### src/rtl/ram_dump_module.sv
// 16x8 register-file RAM filled from the copy stage, dumped in address order
// over a valid/ready handshake while accumulating an 8-bit checksum.
module ram_dump_module (
  input  logic       clk,
  input  logic       rst_n,
  input  logic       write_en,
  input  logic [3:0] wr_addr,
  input  logic [7:0] wr_data,
  input  logic       start_sig,
  input  logic       dump_ready,
  output logic       dump_valid,
  output logic [3:0] dump_addr,
  output logic [7:0] dump_data,
  output logic       dump_done,
  output logic [7:0] checksum,
  output logic       busy,
  output logic       wr_err
);

  typedef enum logic [1:0] {IDLE, DUMP, DONE} state_e;

  state_e     state_q, state_d;
  logic [7:0] mem_q [16];
  logic [3:0] addr_q, addr_d, addr_nxt;
  logic [7:0] data_q, data_d;
  logic [7:0] sum_q, sum_d;
  logic       err_q, err_d;
  logic       start_ok, accept, wr_ok;

  assign start_ok = (state_q == IDLE) && start_sig;
  assign accept   = (state_q == DUMP) && dump_ready;
  assign wr_ok    = (state_q == IDLE) && write_en;
  assign addr_nxt = addr_q + 4'd1;

  always_ff @(posedge clk or negedge rst_n) begin
    if (!rst_n) begin
      state_q <= IDLE;
    end else begin
      state_q <= state_d;
    end
  end

  always_comb begin
    state_d = state_q;
    case (state_q)
      IDLE:    if (start_sig) state_d = DUMP;
      DUMP:    if (dump_ready && (addr_q == 4'hF)) state_d = DONE;
      DONE:    state_d = IDLE;
      default: state_d = IDLE;
    endcase
  end

  always_comb begin
    dump_valid = (state_q == DUMP);
    dump_done  = (state_q == DONE);
    busy       = (state_q != IDLE);
  end

  always_ff @(posedge clk or negedge rst_n) begin
    if (!rst_n) begin
      for (int unsigned i = 0; i < 16; i++) mem_q[i] <= '0;
    end else if (wr_ok) begin
      mem_q[wr_addr] <= wr_data;
    end
  end

  // Beat 0 forwards a same-cycle write to address 0 so the start edge sees new data.
  always_comb begin
    addr_d = addr_q;
    data_d = data_q;
    sum_d  = sum_q;
    err_d  = err_q;
    if (write_en && (state_q != IDLE)) err_d = 1'b1;
    if (start_ok) begin
      addr_d = '0;
      data_d = (write_en && (wr_addr == 4'd0)) ? wr_data : mem_q[0];
      sum_d  = '0;
      err_d  = 1'b0;
    end else if (accept) begin
      sum_d  = sum_q + data_q;
      addr_d = addr_nxt;
      data_d = mem_q[addr_nxt];
    end
  end

  always_ff @(posedge clk or negedge rst_n) begin
    if (!rst_n) begin
      addr_q <= '0;
      data_q <= '0;
      sum_q  <= '0;
      err_q  <= 1'b0;
    end else begin
      addr_q <= addr_d;
      data_q <= data_d;
      sum_q  <= sum_d;
      err_q  <= err_d;
    end
  end

  assign dump_addr = addr_q;
  assign dump_data = data_q;
  assign checksum  = sum_q;
  assign wr_err    = err_q;

endmodule

### config.mk
export PLATFORM = sky130hd
export DESIGN_NAME = ram_dump_module
export DESIGN_NICKNAME = d
export VERILOG_FILES = /design/src/rtl/ram_dump_module.sv
export SDC_FILE = /design/constraint.sdc
export NUM_CORES = 1
export LEC_CHECK = 0
export ABC_AREA = 1
export CAP_MARGIN = 20
export CORE_ASPECT_RATIO = 1.75
export CORE_MARGIN = 2
export CORE_UTILIZATION = 44
export CTS_CLUSTER_DIAMETER = 100
export DETAILED_ROUTE_END_ITERATION = 6
export DONT_BUFFER_PORTS = 1
export PLACE_DENSITY_LB_ADDON = 0.08
export SLEW_MARGIN = 10
export SYNTH_ARGS = -nofsm -noshare
export SYNTH_HDL_FRONTEND = slang
export SYNTH_SLANG_ARGS = --single-unit
### constraint.sdc
create_clock -name clk -period 3 [get_ports clk]
set_input_delay 0.45 -clock clk [delete_from_list [all_inputs] [get_ports clk]]
set_output_delay 0.45 -clock clk [all_outputs]
set_load 0.03 [all_outputs]
Yosys cells after proc, flatten, opt, wreduce, memory -nomap -nowiden

Index checks and enable logic that the tools add are counted.

Bits in registers: 151
Output and inout port bits: 24

Magnitude comparators: 3
Muxes and demuxes: 18
Add/subtract/negate cells: 2
Equal/unequal tests: 5
Reduce and logical (&&, ||, !) cells: 13
Bitwise logic cells: 2

Operators with widths:

| cell                                                        | count |
|---|---|
| bitwise mux 128 bit                                         | 1 |
| 2-to-1 mux 8 bit                                            | 8 |
| binary-select mux 8 bit (select 4 bit)                      | 1 |
| demux 8 bit (select 4 bit)                                  | 1 |
| greater-or-equal comparator 5 bit (second input constant)   | 2 |
| NOT 4 -> 5 bit                                              | 2 |
| adder 8 bit                                                 | 1 |
| 2-to-1 mux 4 bit                                            | 2 |
| logical AND 1 bit                                           | 7 |
| nonzero test 2 bit                                          | 3 |
| less-than comparator 5 x 1 -> 1 bit (second input constant) | 1 |
| adder 4 x 1 -> 4 bit (second input constant)                | 1 |
| == test 4 bit (second input constant)                       | 1 |
| logical NOT 4 bit                                           | 1 |
| 2-to-1 mux 2 bit                                            | 2 |
| one-hot mux 2 bit (2 select lines)                          | 1 |
| == test 2 x 1 -> 1 bit (second input constant)              | 1 |
| == test 2 bit (second input constant)                       | 1 |
| logical NOT 2 bit                                           | 1 |
| 2-to-1 mux 1 bit                                            | 2 |
| != test 2 x 1 -> 1 bit (second input constant)              | 1 |
| != test 2 bit (second input constant)                       | 1 |
| AND reduction 2 bit                                         | 1 |

Longest topological paths before layout

Gate-level depths: netlist (run 1).

Depth after elaboration: 7
Gate-level depth with buffers: 11
Mapped depth without buffers: 10

Worst setup path after synthesis (run 1)

No wires, ideal clock.

Path kind: reg2reg
Start: reg addr_q[0], in the netlist dump_addr[0]
End: reg data_q[6], in the netlist dump_data[6]
Stages on the path, launching flop included: 12
Arrival: 1.847 ns
Buffers on the path: 1
Path slack: 1.076 ns
Cell sequence: dfrtp_1 > ha_1 > nand2_1 > inv_1 > nor2_2 > clkinv_1 > buf_2 > nand3_1 > nand3_1 > nand2_1 > nand2_1 > a21oi_1

Cells in the longest elaborated chain, start to end: 7

Ends and longest elaborated chain:

| element                                             | RTL line | RTL |
|---|---|---|
| start, declared                                     | 24       | `logic [3:0] addr_q, addr_d, addr_nxt;` |
| start signal, assigned                              | 93       | `addr_q <= addr_d;` |
| adder 4 x 1 -> 4 bit                                | 33       | `assign addr_nxt = addr_q + 4'd1;` |
| NOT 4 -> 5 bit (not written as such)                | 82       | `data_d = mem_q[addr_nxt];` |
| binary-select mux 8 bit (select 4 bit)              | 82       |  |
| 2-to-1 mux 8 bit (not written as such) (2 in a row) | 82       |  |
| 2-to-1 mux 8 bit                                    | 79       | `end else if (accept) begin` |
| 2-to-1 mux 8 bit                                    | 74       | `if (start_ok) begin` |
| end signal, assigned                                | 94       | `data_q <= data_d;` |
| end, declared                                       | 25       | `logic [7:0] data_q, data_d;` |

No other way between the ends. The select of a mux whose other input is x is not followed.
A chain may end at the register's enable or synchronous reset.

Worst setup path after layout (run 1)

Start: reg state_q[0]
End: reg mem_q[30] in the netlist's numbering

Cells in the longest elaborated chain, start to end: 2

Ends and longest elaborated chain:

| element                       | RTL line | RTL |
|---|---|---|
| start, declared               | 22       | `state_e state_q, state_d;` |
| start signal, assigned        | 39       | `state_q <= state_d;` |
| logical NOT 2 bit             | 32       | `assign wr_ok = (state_q == IDLE) && write_en;` |
| logical AND 1 bit             | 32       |  |
| end signal, assigned by index | 63       | `mem_q[wr_addr] <= wr_data;` |
| end, declared                 | 23       | `logic [7:0] mem_q [16];` |

No other way between the ends.

==> impl_metrics.tcl, run 1 <==
set metrics [dict create \
    final_area_mm2 0.00840 \
    synth_area_mm2 0.00759 \
    tritoncts.num_buffers 17 \
    synth_commonest_cells "nand2_1, dfrtp_1, o21ai_0" \
    violations "negative hold slack" \
    initial_core_util_pct 44.8 \
    grt_pass1_vias 6123 \
    finalNetCount 1035 \
    critPathMaxFanout 16 \
    crit_type "flop to flop" \
    synthTopCellsByArea "dfrtp_1, nand2_1, o21ai_0, inv_1, nand3_1" \
    drv_cap 0 \
    synth-seq-cells 151 \
    grt-ovfl-total 0 \
    synth-edff-count 0 \
    wl_um 20800 \
    core_mm2 0.0169 \
    antenna_found_initial 0 \
    cts_setup_buffers 0 \
    finalCriticalPeriod_ns 2.38 \
    setup_tns_ns 0 \
    drive_above_1_share_pct 4.90 \
    drv_slew 0 \
    insertion_delay_ns 0.43 \
    gp_congestion 0.807 \
    synthSimpleGateAreaFrac_pct 26.7 \
    cts.sink_count 151 \
    grt_max_degree 152 \
    num_rows 63 \
    r2r_slack_ns 0.62 \
    post_drt_wl_per_cell_um 16.6 \
    end_kind "flop" \
    p_per_area_mw_per_mm2 1130 \
    synth_area_leader_cell "dfrtp_1" \
    avgSynthCellArea_um2 7.39 \
    crit_start "state_q[0]" \
    routed-via-count 6332 \
    hold_violations 151 \
    worstHoldPathType "primary input to asynchronous set/reset pin" \
    drt-initial-drc-count 374 \
    placed_area_mm2 0.00778 \
    r2r_end "mem_q[30]" \
    async_flop_share_pct 100 \
    ant_nets 0 \
    synthCells 1027 \
    cts-root-buf "clkbuf_16" \
    status "complete, but fails checks" \
    htreeDepth 4 \
    die_area_mm2 0.0184 \
    hpwl_um 14000 \
    finClkSkew_ns 0.0114 \
    ys_warn_count 0 \
    synth_top_family_by_area "simple AND/OR/NAND/NOR gates" \
    cts_tree "built" \
    critPathCapture "mem_q[30]" \
    yosys.cell_types.count 25 \
    r2r_start "state_q[0]" \
    remaining_drc_errors 0 \
    crit_required_ns 3.33 \
    cellLeakagePower_nw 4.12 \
    synth_fp_nets 1053 \
    rsz0062_at_grt "false" \
    num_antenna_cells 0 \
    slew_headroom_pct 51.3 \
    reg2reg_depth 5 \
    io_pins 41 \
    finalSetupViolations 0 \
    synth_top_cell_area_share_pct 49.8 \
    ctsResizeCount 0 \
    worst_slew_pin_slew_ns 0.730 \
    filler_cell_count 1729 \
    muxShareOfSynthArea_pct 0 \
    period_share_pct 79.3 \
    path_clk_slew_ns 0.06 \
    yosysSeqAreaShare_pct 49.8 \
    synthAdderAreaFrac_pct 1.58 \
    grt_pass1_wl_um 33100 \
    clk_path_buf_depth 2 \
    die_x_um 103 \
    synth-xor-area-share_pct 0.462 \
    numPortBuffers 0 \
    dieHeight_um 178 \
    fmax_mhz 420 \
    grt_util_all_layers_pct 24.2 \
    hold_ws_ns -0.282 \
    vias_per_cell 5.07 \
    synth_compound_area_share_pct 11.7 \
    ir_drop_mv 0.463 \
    start_kind "flop" \
    crit_arrival_ns 2.71 \
    synth_flop_cell "dfrtp_1" \
    syn_to_final_growth_pct 10.7 \
    yosysMostFrequentCell "nand2_1" \
    first_pass_iters 5 \
]
## per-layer routing
layer / routed length (um) / track usage [%] / up-vias
met3: 754 / 4.81 / 34
met4: 641 / 9.98 / 0
li1: - / - / 3193
met2: 10600 / 41.4 / 111
met5: 0 / 0 / -
met1: 8810 / 29.3 / 2994
## stage by stage
step | power [W] | hold WS, ns | util [%] | std cells | setup slack (ns)
final | 0.00952 | -0.282 | 49.6 | 1248 | 0.620
after floorplan | 0.00617 | 0.154 | - | 1027 | 1.08
after global placement | 0.00726 | 0.158 | 45.9 | 1217 | 0.677
after global routing | 0.0103 | -0.300 | 49.6 | 1248 | 0.283
after CTS | 0.00960 | -0.301 | 49.6 | 1248 | 0.637
after detailed placement | 0.00730 | 0.159 | 45.9 | 1217 | 0.646
## critical path: stages, from the launching register on
cell	delay, ns
dfrtp_1	0.39
nor2_1	0.18
inv_1	0.27
nor2_1	0.57
nand3_1	0.54
o21ai_0	0.32
## power by group
group	switching (W)	internal, W	total [W]
Clock	0.000870	0.00141	0.00228
Sequential	0.000678	0.00272	0.00339
Combinational	0.00258	0.00127	0.00385
Total	0.00413	0.00540	0.00952
## sequential cells by signal, indices dropped and copies added, names as in the netlist
register,cells
wr_err,1
mem_q,128
state_q,2
dump_data,8
checksum,8
dump_addr,4
## cells by family after synthesis
kind of cell | Yosys count
AOI/OAI and AO/OA | 175
adders and majority gates | 9
buffers and inverters | 196
and+or+nand+nor | 492
xor gates and xnor gates | 4
DFF | 151
## cell usage in the layout (no fill, tap or decap)
master	n
nand3b_1	2
fa_1	1
nor3_1	2
xor2_1	4
nand4_1	7
dfrtp_2	1
a21oi_1	23
dfrtp_1	150
buf_4	15
clkinv_2	2
nor2_2	1
clkbuf_8	1
clkinv_4	2
nand2_1	337
bufinv_16	4
clkbuf_1	1
clkinvlp_4	4
nor4_4	1
ha_1	8
a21o_1	2
nand3_1	103
o22ai_1	2
o21ai_0	146
a22o_1	1
a31oi_1	1
nor2_1	39
inv_2	2
clkbuf_16	17
inv_1	139
clkinv_1	3
## final cells by class
type / count / area [um^2] / area share [%]
flip-flops and latches: 151 / 3780 / 45.0
repair buffers: 15 / 113 / 1.34
well taps: 227 / 284 / 3.38
multi-input cells: 680 / 3070 / 36.5
clock buffers: 19 / 443 / 5.27
clock inverters: 12 / 178 / 2.11
inverters: 144 / 541 / 6.43
## worst min path at each step
stage,cells after the start,to
after CTS,0,mem_q[33]
after detailed placement,0,mem_q[107]
final,0,mem_q[104]
after floorplan,0,checksum[0]
after global placement,0,mem_q[104]
after global routing,0,mem_q[104]
Power figures use the tool's default switching activity.
==> run 2: changes to the inputs <==
Clock period 3 ns to 1.9 ns, I/O delays scaled along.
==> impl_metrics.tcl, run 2 (synthesis results as in run 1) <==
set metrics [dict create \
    clk_path_buf_depth 2 \
    die_x_um 103 \
    htreeDepth 4 \
    drt-initial-drc-count 429 \
    routed-via-count 6613 \
    grt_max_degree 152 \
    hold_violations 151 \
    rsz0062_at_grt "false" \
    grtUsageMet1_pct 32.0 \
    wl_um 21800 \
    dieHeight_um 178 \
    die_area_mm2 0.0184 \
    worstHoldPathType "primary input to asynchronous set/reset pin" \
    crit_required_ns 2.25 \
    ir_drop_mv 0.795 \
    grt_pass1_wl_um 34400 \
    start_kind "flop" \
    largest_reg_flops 128 \
    grt_busiest_layer "met2" \
    violations "negative hold slack" \
    crit_type "flop to flop" \
    syn_to_final_growth_pct 17.6 \
    num_rows 63 \
    remaining_drc_errors 0 \
    hpwl_um 15000 \
    period_share_pct 94.7 \
    cts_setup_buffers 0 \
    cts_tree "built" \
    postCtsHoldBufs 9 \
    drive_above_1_share_pct 8.61 \
    worst_slew_pin_slew_ns 0.713 \
    antenna_found_initial 0 \
    numPortBuffers 0 \
    cellLeakagePower_nw 4.42 \
    use_met2_pct 41.7 \
    hold_ws_ns -0.450 \
    status "complete, but fails checks" \
    final_cell_mix "nand2_1, dfrtp_1, o21ai_0" \
    fmax_mhz 556 \
    ant_nets 0 \
    p_per_area_mw_per_mm2 1810 \
    finalSetupViolations 0 \
    fin_ws_ns 0.101 \
    slew_headroom_pct 52.4 \
    tritoncts.num_buffers 17 \
    insertion_delay_ns 0.43 \
    multi_input_area_mm2 0.00307 \
    setup_tns_ns 0 \
    vias_per_cell 5.11 \
    post-place-ws_ns 0.0545 \
    finClkSkew_ns 0.00707 \
    placed_area_mm2 0.00815 \
    end_kind "flop" \
    io_pins 41 \
    path_clk_slew_ns 0.06 \
    finalNetCount 1083 \
    num_antenna_cells 0 \
    cts-root-buf "clkbuf_16" \
    core_mm2 0.0169 \
    seqCellArea_mm2 0.00378 \
    post_drt_wl_per_cell_um 16.8 \
    initial_core_util_pct 44.8 \
    grt_pass1_vias 6377 \
    finalCriticalPeriod_ns 1.80 \
    crit_arrival_ns 2.15 \
    grt_use_met3_pct 4.53 \
    gp_congestion 0.816 \
    critPathMaxFanout 31 \
    grt-ovfl-total 0 \
    drv_slew 0 \
    filler_cell_count 1703 \
    registers.top_by_ff_count "mem_q" \
    drv_cap 0 \
    final_area_mm2 0.00893 \
    grt_util_all_layers_pct 25.1 \
    first_pass_iters 5 \
    final_common_cell "nand2_1" \
    cts.sink_count 151 \
]
==> run 2: cell count changes in the layout (fill, tap and decap cells not counted), moves of 2 or more <==
cell,previous run,this run
clkinv_4,2,0
clkinvlp_4,4,1
bufinv_16,4,6
clkinv_1,3,1
dlygate4sd3_1,0,9
buf_4,15,48
buf_12,0,6
clkbuf_8,1,4
==> run 2: power by group <==
group          total, W  internal (W)  switching, W
combinational   0.00723       0.00260       0.00463
sequential      0.00499       0.00430      0.000692
clock           0.00390       0.00259       0.00131
total            0.0161       0.00948       0.00664
==> run 2: layout make-up <==
cell class,count,area share [%]
flip-flops and latches,151,42.3
clock buffers,22,5.42
well taps,227,3.18
repair buffers,63,6.39
multi-input cells,680,34.4
clock inverters,8,2.16
inverters,144,6.08
==> run 2: path summary, 6_finish.rpt <==
path / start / to / slack, ns / cells past startpoint
max: dump_addr[0] / dump_data[1] / 0.10 / 8
min: rst_n / mem_q[98] / -0.45 / 0
max reg2reg: dump_addr[0] / dump_data[1] / 0.10 / 8
min reg2reg: mem_q[28] / mem_q[28] / 0.48 / 2
max in group asynchronous: rst_n / dump_addr[0] / 2.05 / 0
min in group clk: write_en / wr_err / 0.05 / 2
==> run 2: stage by stage <==
step                cells  hold WS [ns]  power (W)  utilization, %
detailed placement   1256      -0.00647     0.0123            48.1
global route         1295        -0.463     0.0173            52.7
CTS                  1295        -0.459     0.0162            52.6
global placement     1256      -0.00717     0.0122            48.1
finish               1295        -0.450     0.0161            52.7
floorplan            1027       -0.0106    0.00974               -
==> run 2: what timing repair did <==
item | CTS | global route
gates resized for setup | 0 | 3
hold endpoints to repair | 160 | 151
setup endpoints to repair | 0 | 11
==> run 2: routing by layer <==
metal | part of all wire [%] | routed length [um]
met1 | 43 | 9260
met2 | 50 | 10900
met3 | 4.2 | 921
met4 | 3.0 | 646
met5 | 0 | 0
==> run 2: worst max-delay path: stages (launching register included) <==
cell,delay (ns)
dfrtp_2,0.40
ha_2,0.39
buf_12,0.20
nand3_1,0.20
nand3_1,0.13
nand3_1,0.13
nand2_1,0.10
nand2_1,0.05
a21oi_1,0.11
==> run 3: changes to the inputs <==
Settings changed: CAP_MARGIN 20 to not set.
==> results of run 3 <==
Same layout as run 2: the final DEF is identical, and so are final timing and power.
